<file path="src/rtl/param_sh_if.sv">
// Control/data bundle for param_sh_unit: load/start requests, shift setup, and the
// register contents with the busy/done handshake.
interface param_sh_if #(
  parameter int WIDTH = 16
);
  localparam int CW = $clog2(WIDTH) + 1;

  logic [WIDTH-1:0] d;
  logic             ld;
  logic             start;
  logic [2:0]       mode;
  logic [CW-1:0]    amt;
  logic             sh_in;
  logic [WIDTH-1:0] q;
  logic             sh_out;
  logic             busy;
  logic             done;

  modport master (
    output d, ld, start, mode, amt, sh_in,
    input  q, sh_out, busy, done
  );

  modport slave (
    input  d, ld, start, mode, amt, sh_in,
    output q, sh_out, busy, done
  );
endinterface

</file>
<file path="src/rtl/param_sh_unit.sv">
// Parametrised load/shift register: parallel load in IDLE, then one shift per clock
// by a saturated amount in a mode captured at start, ending with a one-cycle done.
module param_sh_unit #(
  parameter int WIDTH = 16
) (
  input logic        clk,
  input logic        rst_b,
  param_sh_if.slave  sh
);
  localparam int CW = $clog2(WIDTH) + 1;

  typedef enum logic [1:0] {S_IDLE, S_SHIFT, S_DONE} state_t;

  state_t           state_q, state_d;
  logic [WIDTH-1:0] data_q, data_d;
  logic             sh_out_q, sh_out_d;
  logic [CW-1:0]    cnt_q, cnt_d;
  logic [2:0]       mode_q, mode_d;
  logic [CW-1:0]    n_amt;
  logic [WIDTH:0]   shift_res;
  logic [2:0]       shift_mode;

  // Amounts beyond the register width behave as a full-width shift.
  function automatic logic [CW-1:0] sat_amt(input logic [CW-1:0] a);
    if (a > CW'(WIDTH)) return CW'(WIDTH);
    return a;
  endfunction

  // Returns {bit shifted out, new register value}; unknown modes hold both.
  function automatic logic [WIDTH:0] shift_op(input logic [2:0]       m,
                                              input logic [WIDTH-1:0] v,
                                              input logic             fill,
                                              input logic             so_prev);
    case (m)
      3'b000:  return {v[WIDTH-1], v[WIDTH-2:0], fill};
      3'b001:  return {v[0], fill, v[WIDTH-1:1]};
      3'b010:  return {v[0], v[WIDTH-1], v[WIDTH-1:1]};
      3'b011:  return {v[WIDTH-1], v[WIDTH-2:0], v[WIDTH-1]};
      3'b100:  return {v[0], v[0], v[WIDTH-1:1]};
      default: return {so_prev, v};
    endcase
  endfunction

  always_comb begin
    n_amt      = sat_amt(sh.amt);
    shift_mode = (state_q == S_IDLE) ? sh.mode : mode_q;
    shift_res  = shift_op(shift_mode, data_q, sh.sh_in, sh_out_q);
  end

  always_comb begin
    state_d  = state_q;
    data_d   = data_q;
    sh_out_d = sh_out_q;
    cnt_d    = cnt_q;
    mode_d   = mode_q;
    case (state_q)
      S_IDLE: begin
        if (sh.ld) begin
          data_d = sh.d;
        end else if (sh.start) begin
          mode_d = sh.mode;
          if (n_amt == '0) begin
            state_d = S_DONE;
          end else begin
            {sh_out_d, data_d} = shift_res;
            if (n_amt == CW'(1)) begin
              state_d = S_DONE;
            end else begin
              cnt_d   = n_amt - CW'(1);
              state_d = S_SHIFT;
            end
          end
        end
      end
      S_SHIFT: begin
        {sh_out_d, data_d} = shift_res;
        cnt_d = cnt_q - CW'(1);
        if (cnt_q == CW'(1)) state_d = S_DONE;
      end
      S_DONE: begin
        state_d = S_IDLE;
      end
      default: begin
        state_d = S_IDLE;
      end
    endcase
  end

  // State register; reset clears contents too so a mid-shift abort leaves q at zero.
  always_ff @(posedge clk) begin
    if (!rst_b) begin
      state_q  <= S_IDLE;
      data_q   <= '0;
      sh_out_q <= 1'b0;
      cnt_q    <= '0;
      mode_q   <= 3'b000;
    end else begin
      state_q  <= state_d;
      data_q   <= data_d;
      sh_out_q <= sh_out_d;
      cnt_q    <= cnt_d;
      mode_q   <= mode_d;
    end
  end

  assign sh.q      = data_q;
  assign sh.sh_out = sh_out_q;
  assign sh.busy   = (state_q == S_SHIFT);
  assign sh.done   = (state_q == S_DONE);
endmodule

</file>
<file path="src/flat_wrapper.sv">
// flat-port wrapper written by rule: the top's interface ports become plain ports
module param_sh_unit_flat 
#(
  parameter int WIDTH = 16
)
  (clk, rst_b, sh_d, sh_ld, sh_start, sh_mode, sh_amt, sh_sh_in, sh_q, sh_sh_out, sh_busy, sh_done);
  param_sh_if #(.WIDTH(WIDTH)) sh_i ();
  input logic clk;
  input logic rst_b;
  input wire logic [$bits(sh_i.d)-1:0] sh_d;
  input wire logic [$bits(sh_i.ld)-1:0] sh_ld;
  input wire logic [$bits(sh_i.start)-1:0] sh_start;
  input wire logic [$bits(sh_i.mode)-1:0] sh_mode;
  input wire logic [$bits(sh_i.amt)-1:0] sh_amt;
  input wire logic [$bits(sh_i.sh_in)-1:0] sh_sh_in;
  output wire logic [$bits(sh_i.q)-1:0] sh_q;
  output wire logic [$bits(sh_i.sh_out)-1:0] sh_sh_out;
  output wire logic [$bits(sh_i.busy)-1:0] sh_busy;
  output wire logic [$bits(sh_i.done)-1:0] sh_done;
  assign sh_i.d = sh_d;
  assign sh_i.ld = sh_ld;
  assign sh_i.start = sh_start;
  assign sh_i.mode = sh_mode;
  assign sh_i.amt = sh_amt;
  assign sh_i.sh_in = sh_sh_in;
  assign sh_q = sh_i.q;
  assign sh_sh_out = sh_i.sh_out;
  assign sh_busy = sh_i.busy;
  assign sh_done = sh_i.done;
  param_sh_unit #(.WIDTH(WIDTH)) u_core (.clk(clk), .rst_b(rst_b), .sh(sh_i));
endmodule
</file>
<file path="config.mk">
export PLATFORM = sky130hd
export DESIGN_NAME = param_sh_unit_flat
export DESIGN_NICKNAME = d
export VERILOG_FILES = /design/src/rtl/param_sh_if.sv /design/src/rtl/param_sh_unit.sv /design/src/flat_wrapper.sv
export SDC_FILE = /design/constraint.sdc
export NUM_CORES = 1
export LEC_CHECK = 0
export BUFFER_PORTS_ARGS = -buffer_cell sky130_fd_sc_hd__buf_4
export CAP_MARGIN = 20
export CORE_MARGIN = 10
export CORE_UTILIZATION = 45
export DETAILED_ROUTE_END_ITERATION = 6
export PLACE_DENSITY_LB_ADDON = 0.15
export SLEW_MARGIN = 5
export SYNTH_ARGS = -nofsm -noshare
export SYNTH_HDL_FRONTEND = slang
export SYNTH_SLANG_ARGS = --single-unit
export TNS_END_PERCENT = 5
</file>
<file path="constraint.sdc">
create_clock -name clk -period 2.18 [get_ports clk]
set_input_delay 0.218 -clock clk [delete_from_list [all_inputs] [get_ports clk]]
set_output_delay 0.218 -clock clk [all_outputs]
set_load 0.1 [all_outputs]
</file>
==> results of run 1 <==
[power groups by stage]
stage	registers, mW	logic, mW	clock network [mW]
2_1_floorplan	0.903	0.378	0
3_3_place_gp	0.638	0.851	0
3_5_place_dp	0.638	0.855	0
4_1_cts	0.627	0.857	0.306
5_1_grt	0.641	0.950	0.322
6_report	0.629	0.883	0.293
[tightest hold or removal path, stage by stage]
cell      delay (ns)
buf_4           0.14
nand2_1         0.05
a21boi_0        0.06
[final timing paths]
check	startpoint	endpoint	depth (start not counted)
worst max-delay path	u_core.state_q[0]	u_core.sh.q[0]	5
worst min-delay path	sh_mode[1]	u_core.mode_q[1]	3
worst max register to register	u_core.state_q[0]	u_core.sh.q[0]	5
worst min register to register	u_core.cnt_q[4]	u_core.cnt_q[4]	2
[cells by family after synthesis]
family | after synthesis | share of synthesized area [%]
AOI/OAI and AO/OA | 104 | 38.4
and+or+nand+nor | 70 | 20.5
buffers and inverters | 28 | 6.98
DFF | 27 | 28.4
adders and majority gates | 5 | 3.29
xor gates and xnor gates | 4 | 1.84
muxes | 1 | 0.527
[cells in the final DEF (no fill, tap or decap), drive strengths merged, types with 3 or more instances in the layout]
cell type  instances
buf               61
o21ai             40
dfxtp             27
and2              15
a221oi            14
o2bb2ai           14
nand2             11
nor2              11
inv               10
a21oi              7
a21boi             7
nand2b             6
nor2b              5
ha                 5
nor3               4
xnor2              3
nand4              3
clkbuf             3
[layer usage]
metal / vias to the layer above / part of all wire (%) / GRT usage (%)
met5: - / 0 / 0
met4: 0 / 0.68 / 3.44
met3: 4 / 4.8 / 3.06
met2: 53 / 50 / 23.9
met1: 951 / 45 / 18.6
li1: 994 / - / -
[stage by stage]
stage / utilization (%) / instances / hold slack [ns] / setup WS, ns / instance area [um2]
after floorplan: - / 239 / 0.363 / 0.147 / 1900
after global placement: 57.0 / 330 / 0.483 / 0.184 / 2310
after detailed placement: 57.0 / 330 / 0.485 / 0.0862 / 2310
after CTS: 58.1 / 334 / 0.229 / 0.189 / 2360
after global routing: 58.8 / 336 / 0.253 / 0.243 / 2380
final: 58.8 / 336 / 0.237 / 0.309 / 2380
[state kept, by name (all words and copies together) (netlist names)]
signal            count
u_core.cnt_q          5
u_core.sh.q          16
u_core.mode_q         3
u_core.sh.sh_out      1
u_core.state_q        2
[timing repair]
| action | CTS | global route |
|---|---|---|
| endpoints found under the setup margin | 0 | 1 |
| setup buffers | 0 | 2 |
| hold buffers | 0 | 0 |
[cell type report]
class | instances | area share, %
multi-input combinational | 184 | 51.5
clock buffer | 3 | 1.73
timing repair buffer | 61 | 19.7
inverter | 10 | 1.57
sequential | 27 | 22.7
tap | 50 | 2.62
clock inverter | 1 | 0.210
==> flow_metrics.env, run 1 <==
export IMPL_dieArea_um2=7220
export IMPL_vdd_drop_max_mv=0.453
export IMPL_root_buffer="clkbuf_8"
export IMPL_overflow=0
export IMPL_multi_input_area_um2=1230
export IMPL_synth_top_area_share_pct=28.4
export IMPL_post_synth_top_count_cell="o21ai_0"
export IMPL_synth_edf_count=0
export IMPL_tightest_slew_ns=0.596
export IMPL_max_stage_delay_ns=0.51
export IMPL_cts_made_buffers=3
export IMPL_arrival_ns=2.02
export IMPL_num_vias=2002
export IMPL_rsz0062_at_grt="false"
export IMPL_hold_class="input port to register"
export IMPL_maxCapViolations=0
export IMPL_io_pins=48
export IMPL_synth_warnings=0
export IMPL_drt_initial_drc_count=114
export IMPL_end_kind="register"
export IMPL_start_kind="register"
export IMPL_die_h_um=85.0
export IMPL_layout_nets=321
export IMPL_yosysUniqueCellTypes=52
export IMPL_synthFlopType="dfxtp_1"
export IMPL_synthCells=239
export IMPL_drt_total_wl_um=5470
export IMPL_grt_pass1_wl_um=9120
export IMPL_synth_commonest_cells="o21ai_0 (39), dfxtp_1 (27), and2_1 (15)"
export IMPL_regArea_um2=541
export IMPL_synth_top_cell_by_area="dfxtp_1"
export IMPL_critPathTopFamily="compound AO/OA/AOI/OAI gates"
export IMPL_fp_row_count=23
export IMPL_pwr_share_seq_pct=34.8
export IMPL_ctsResizeCount=0
export IMPL_ys_ff_latch=27
export IMPL_grt_max_degree=20
export IMPL_p_int_uw=964
export IMPL_netlist_area_um2=1900
export IMPL_clk_pin_slew_worst_paths_ns=0.09
export IMPL_antenna_found_initial=0
export IMPL_finClkSkew_ns=0.00573
export IMPL_final_period_utilization_pct=85.8
export IMPL_vias_per_cell=5.96
export IMPL_relSlewSlack_pct=60.2
export IMPL_seq_area_frac_synth_pct=28.4
export IMPL_reg2reg_slack_ns=0.31
export IMPL_outcome="finished clean"
export IMPL_power_mw=1.81
export IMPL_avgSynthCellArea_um2=7.95
export IMPL_hold_viol=0
export IMPL_insertion_delay_ns=0.28
export IMPL_slowest_stage="a2111oi_1"
export IMPL_hpwl_um=4090
export IMPL_gp_congestion=0.840
export IMPL_num_antenna_cells=0
export IMPL_switching_share_pct=46.6
export IMPL_fmax_mhz=535
export IMPL_share_comb_of_total_power_pct=48.9
export IMPL_finalSetupViolations=0
export IMPL_grt_pass1_vias=1996
export IMPL_path_buf_inv=0
export IMPL_fin_crit_ns=1.87
export IMPL_worstPathRequired_ns=2.33
export IMPL_wl_per_cell_um=16.3
export IMPL_p_clk_share_pct=16.3
export IMPL_finalMaxSlewViolations=0
export IMPL_drive_above_1_share_pct=24.1
export IMPL_tns_ns=0
export IMPL_power_switching_uw=841
export IMPL_synthArstFlopShare_pct=0
export IMPL_syn_num_nets=273
export IMPL_grtUsageTotal_pct=14.5
export IMPL_cts_sinks=27
export IMPL_core_region_area_um2=4060
export IMPL_cellPowerDensity_nw_per_um2=757
export IMPL_syn2layout_area_growth_pct=25.5
export IMPL_drc_errors=0
export IMPL_cts_max_path_buffers=2
export IMPL_netlist_top_cells_area="dfxtp_1 (28%), o21ai_0 (10%), a221oi_1 (6.5%)"
export IMPL_antenna_left=0
export IMPL_fill_cells=386
export IMPL_start_util_pct=46.8
export IMPL_critPathKind="register to register"
export IMPL_power_leakage_nw=0.940
export IMPL_port_buffer_count=47
export IMPL_critPathMaxFanout=7
export IMPL_htreeDepth=1
export IMPL_fp_dieW_um=85.0
export IMPL_first_pass_iters=4
export IMPL_cts_tree="done"
export IMPL_crit_chain="nor3_1, a32o_1, a211oi_4, a2111oi_1, o32ai_1"
Note: power is estimated with default switching activity, not from simulation.
==> run 2: changes to the inputs <==
--- a/config.mk
+++ b/config.mk
@@ -9,6 +9,7 @@
 export CAP_MARGIN = 20
 export CORE_MARGIN = 10
 export CORE_UTILIZATION = 45
+export CTS_BUF_LIST = sky130_fd_sc_hd__clkbuf_16
 export DETAILED_ROUTE_END_ITERATION = 6
 export PLACE_DENSITY_LB_ADDON = 0.15
 export SLEW_MARGIN = 5
==> run 2 against run 1 <==
Net effect:
- utilization up 0.83 points
- wire length up 1.2%
- global-route usage about the same
- largest power group unchanged
- sequential power about the same
- critical path type unchanged
- power up 7.4%
- via count up 0.55%
- combinational power about the same
- largest cell class unchanged
==> flow_metrics.env, run 2 (synthesized netlist as in run 1, its figures left out) <==
export IMPL_outcome="finished clean"
export IMPL_clk_pin_slew_worst_paths_ns=0.07
export IMPL_cellPowerDensity_nw_per_um2=802
export IMPL_power_leakage_nw=0.955
export IMPL_fin_crit_ns=1.82
export IMPL_grt_max_degree=20
export IMPL_gp_congestion=0.840
export IMPL_fp_row_count=23
export IMPL_end_kind="register"
export IMPL_power_mw=1.94
export IMPL_drive_above_1_share_pct=24.1
export IMPL_rsz0062_at_grt="false"
export IMPL_tns_ns=0
export IMPL_fill_cells=384
export IMPL_hold_viol=0
export IMPL_final_period_utilization_pct=83.5
export IMPL_dieArea_um2=7220
export IMPL_cts_made_buffers=3
export IMPL_cts_max_path_buffers=2
export IMPL_layout_commonest_cell="buf_4"
export IMPL_finClkSkew_ns=0.00551
export IMPL_reg2reg_slack_ns=0.36
export IMPL_num_antenna_cells=0
export IMPL_io_pins=48
export IMPL_numPlacedInstances=330
export IMPL_overflow=0
export IMPL_syn2layout_area_growth_pct=27.3
export IMPL_drc_errors=0
export IMPL_critPathMaxFanout=7
export IMPL_fin_util_pct=59.6
export IMPL_vias_per_cell=5.99
export IMPL_fmax_mhz=550
export IMPL_cts_tree="done"
export IMPL_largest_reg_flops=16
export IMPL_finalSetupViolations=0
export IMPL_pre_cts_ws_ns=0.0862
export IMPL_worstPathRequired_ns=2.31
export IMPL_start_kind="register"
export IMPL_wl_per_cell_um=16.5
export IMPL_maxCapViolations=0
export IMPL_final_cell_mix="buf_4 (60), o21ai_0 (39), dfxtp_1 (27), and2_1 (15)"
export IMPL_postCtsSetupBuffers=0
export IMPL_antenna_left=0
export IMPL_setup_slack_ns=0.360
export IMPL_tightest_slew_ns=0.593
export IMPL_final_cells=336
export IMPL_root_buffer="clkbuf_16"
export IMPL_grtUsageTotal_pct=14.5
export IMPL_critPathKind="register to register"
export IMPL_core_region_area_um2=4060
export IMPL_relSlewSlack_pct=60.4
export IMPL_vdd_drop_max_mv=0.461
export IMPL_drt_initial_drc_count=107
export IMPL_layout_nets=321
export IMPL_holdBufCountCts=0
export IMPL_antenna_found_initial=0
export IMPL_num_vias=2013
export IMPL_insertion_delay_ns=0.26
export IMPL_arrival_ns=1.95
export IMPL_first_pass_iters=4
export IMPL_finalMaxSlewViolations=0
export IMPL_grt_pass1_vias=2007
export IMPL_port_buffer_count=47
export IMPL_ctsResizeCount=0
export IMPL_fp_dieW_um=85.0
export IMPL_die_h_um=85.0
export IMPL_hold_class="input port to register"
export IMPL_grt_pass1_wl_um=9190
export IMPL_hpwl_um=4090
export IMPL_start_util_pct=46.8
export IMPL_cts_sinks=27
export IMPL_drt_total_wl_um=5530
export IMPL_htreeDepth=1
-- run 2: worst paths after layout --
path / cells after the start / from / end
worst max-delay path: 5 / u_core.state_q[0] / u_core.sh.q[0]
worst min register to register: 2 / u_core.cnt_q[4] / u_core.cnt_q[4]
worst min-delay path: 3 / sh_mode[2] / u_core.mode_q[2]
worst max register to register: 5 / u_core.state_q[0] / u_core.sh.q[0]
-- run 2: layout make-up --
class                      count  area [um2]  share of cell area, %
inverter                      10        37.5                   1.55
multi-input combinational    184        1230                   50.8
tap                           50        62.6                   2.59
sequential                    27         541                   22.3
clock inverter                 1        5.00                  0.207
timing repair buffer          61         470                   19.5
clock buffer                   3        75.1                   3.10
-- run 2: report_power, final --
part	internal, mW	switching, mW	leakage, nW	total (mW)
Sequential	0.553	0.0766	0.222	0.630
Clock	0.248	0.177	0.0409	0.424
Combinational	0.283	0.602	0.693	0.885
-- run 2: worst max-delay path: stages, from the launching register on --
cell and delay, ns:
dfxtp_1 0.37, nor3_1 0.38, a32o_1 0.27, a211oi_4 0.08
a2111oi_1 0.47, o32ai_1 0.13
-- run 2: layer usage --
| layer | wire length (um) | global-route usage (%) | vias up |
|---|---|---|---|
| met5 | 0 | 0 | - |
| met4 | 40 | 3.44 | 0 |
| met3 | 265 | 2.77 | 4 |
| met2 | 2730 | 24.4 | 60 |
| met1 | 2490 | 18.4 | 954 |
| li1 | - | - | 995 |
-- run 2: through the flow --
| stage | cell area, um2 | hold slack, ns |
|---|---|---|
| floorplan | 1900 | 0.363 |
| global placement | 2310 | 0.483 |
| detailed placement | 2310 | 0.485 |
| CTS | 2390 | 0.253 |
| global route | 2420 | 0.279 |
| finish | 2420 | 0.256 |
==> run 3: changes to the inputs <==
==> constraint.sdc (replaced) <==
create_clock -name clk -period 1.55 [get_ports clk]
set_input_delay 0.155 -clock clk [delete_from_list [all_inputs] [get_ports clk]]
set_output_delay 0.155 -clock clk [all_outputs]
set_load 0.1 [all_outputs]
==> run 3 against run 2 <==
Net effect:
- the flow now finishes with violations (negative setup slack)
- worst hold slack lost 0.047 ns
- global-route usage rose by 1.4 points
- clock skew down 0.00074 ns
- count of clock-buffer cells in the layout unchanged
- setup slack worse by 0.47 ns
- die area stayed put
- via count grew 7.2%
- power grew 52%
- largest cell class unchanged
==> flow_metrics.env, run 3 (synthesized netlist as in run 1, its figures left out) <==
export IMPL_cellPowerDensity_nw_per_um2=1060
export IMPL_reg2reg_slack_ns=-0.11
export IMPL_power_mw=2.94
export IMPL_fin_util_pct=68.4
export IMPL_hold_class="input port to register"
export IMPL_drt_total_wl_um=5990
export IMPL_hold_viol=0
export IMPL_layout_nets=354
export IMPL_insertion_delay_ns=0.26
export IMPL_antenna_found_initial=0
export IMPL_crit_chain="or2_1, a32o_2, a211oi_4, buf_4, a221oi_1, o2bb2ai_1"
export IMPL_max_stage_delay_ns=0.34
export IMPL_wl_met1_um=2600
export IMPL_first_pass_iters=4
export IMPL_fin_crit_ns=1.66
export IMPL_worstHoldStart="sh_mode[1]"
export IMPL_grtUsageTotal_pct=15.9
export IMPL_tightest_slew_ns=0.385
export IMPL_num_vias=2157
export IMPL_antenna_left=0
export IMPL_hold_path_end="u_core.mode_q[1]"
export IMPL_holdBufCountCts=0
export IMPL_critPathMaxFanout=4
export IMPL_end_kind="register"
export IMPL_cts_made_buffers=3
export IMPL_wl_per_cell_um=16.2
export IMPL_finalSetupViolations=18
export IMPL_finClkSkew_ns=0.00477
export IMPL_slowest_stage="dfxtp_2"
export IMPL_highest_layer="met4"
export IMPL_drive_above_1_share_pct=38.2
export IMPL_critPathKind="register to register"
export IMPL_grt_max_degree=17
export IMPL_outcome="finished, violations left"
export IMPL_io_pins=48
export IMPL_vias_per_cell=5.85
export IMPL_cts_tree="done"
export IMPL_finalMaxSlewViolations=0
export IMPL_violations="negative setup slack"
export IMPL_grt_pass1_wl_um=10000
export IMPL_start_kind="register"
export IMPL_fp_row_count=23
export IMPL_met2WireLength_um=3060
export IMPL_num_antenna_cells=0
export IMPL_overflow=0
export IMPL_reg2reg_from="u_core.state_q[1]"
export IMPL_power_leakage_nw=1.15
export IMPL_core_region_area_um2=4060
export IMPL_tns_ns=-1.25
export IMPL_grt_pass1_vias=2189
export IMPL_htreeDepth=1
export IMPL_drt_initial_drc_count=108
export IMPL_wl_met3_um=278
export IMPL_root_buffer="clkbuf_16"
export IMPL_relSlewSlack_pct=74.0
export IMPL_hpwl_um=4430
export IMPL_cts_sinks=27
export IMPL_layout_commonest_cell="buf_4"
export IMPL_postCtsSetupBuffers=0
export IMPL_fill_cells=338
export IMPL_gp_congestion=0.827
export IMPL_port_buffer_count=47
export IMPL_path_buf_inv=1
export IMPL_clk_pin_slew_worst_paths_ns=0.07
export IMPL_drc_errors=0
export IMPL_syn2layout_area_growth_pct=46.0
export IMPL_arrival_ns=1.86
export IMPL_largest_reg_flops=16
export IMPL_fmax_mhz=603
export IMPL_hold_depth=3
export IMPL_r2r_cells=6
export IMPL_critPathTopFamily="compound AO/OA/AOI/OAI gates"
export IMPL_rsz0062_at_grt="true"
export IMPL_vdd_drop_max_mv=0.861
export IMPL_maxCapViolations=0
export IMPL_die_h_um=85.0
export IMPL_final_cell_mix="buf_4 (90), o21ai_0 (36), dfxtp_1 (24), and2_1 (15), o2bb2ai_1 (14)"
export IMPL_final_period_utilization_pct=107
export IMPL_worstPathRequired_ns=1.75
export IMPL_worstReg2RegEnd="u_core.sh.q[12]"
export IMPL_cts_max_path_buffers=2
export IMPL_start_util_pct=46.8
export IMPL_fp_dieW_um=85.0
export IMPL_dieArea_um2=7220
export IMPL_setup_slack_ns=-0.107
-- run 3: per-stage QoR --
step                      setup WS (ns)  instances  instance area (um2)  hold slack, ns
final                            -0.107        369                 2770           0.209
after global placement           -0.292        364                 2570           0.469
after floorplan                  -0.356        239                 1910           0.300
after detailed placement         -0.336        364                 2570           0.472
after global routing             -0.178        369                 2770           0.218
after CTS                        -0.102        369                 2730           0.195
-- run 3: how the worst max path moves through the flow --
stage,from,endpoint,slack [ns],cells after the start
6_report,u_core.state_q[1],u_core.sh.q[12],-0.11,6
5_1_grt,u_core.state_q[1],u_core.sh.q[2],-0.18,6
4_1_cts,u_core.state_q[1],u_core.sh.q[0],-0.10,5
3_5_place_dp,sh_amt[4],u_core.cnt_q[3],-0.34,8
3_3_place_gp,sh_amt[4],u_core.cnt_q[3],-0.29,8
2_1_floorplan,u_core.state_q[0],u_core.cnt_q[3],-0.36,7
-- run 3: routing by layer --
metal | track usage, % | up-vias
li1 | - | 1070
met5 | 0 | -
met2 | 28.5 | 54
met1 | 18.7 | 1027
met3 | 3.35 | 6
met4 | 3.59 | 0
-- run 3: area by class of cell --
type | instances | area [um2] | area share [%]
Clock buffer | 3 | 75.1 | 2.71
Multi-Input combinational cell | 184 | 1320 | 47.5
Clock inverter | 1 | 7.51 | 0.271
Sequential cell | 27 | 544 | 19.6
Timing Repair Buffer | 94 | 724 | 26.1
Tap cell | 50 | 62.6 | 2.26
Inverter | 10 | 41.3 | 1.49
-- run 3: worst reg2reg max path, cell delays in order, from the launching register on --
cell and delay (ns):
dfxtp_2 0.34, or2_1 0.24, a32o_2 0.28, a211oi_4 0.32, buf_4 0.21, a221oi_1 0.08, o2bb2ai_1 0.13
-- run 3: what timing repair did --
item / CTS / global route
resized for setup: 19 / 11
endpoints found under the setup margin: 20 / 23
cloned: 1 / 0
pin swaps: 11 / 7
-- run 3: where the power goes --
group | internal, mW | leakage (nW) | switching [mW]
Clock | 0.351 | 0.0371 | 0.257
Combinational | 0.521 | 0.887 | 0.921
Sequential | 0.780 | 0.223 | 0.111
Total | 1.65 | 1.15 | 1.29
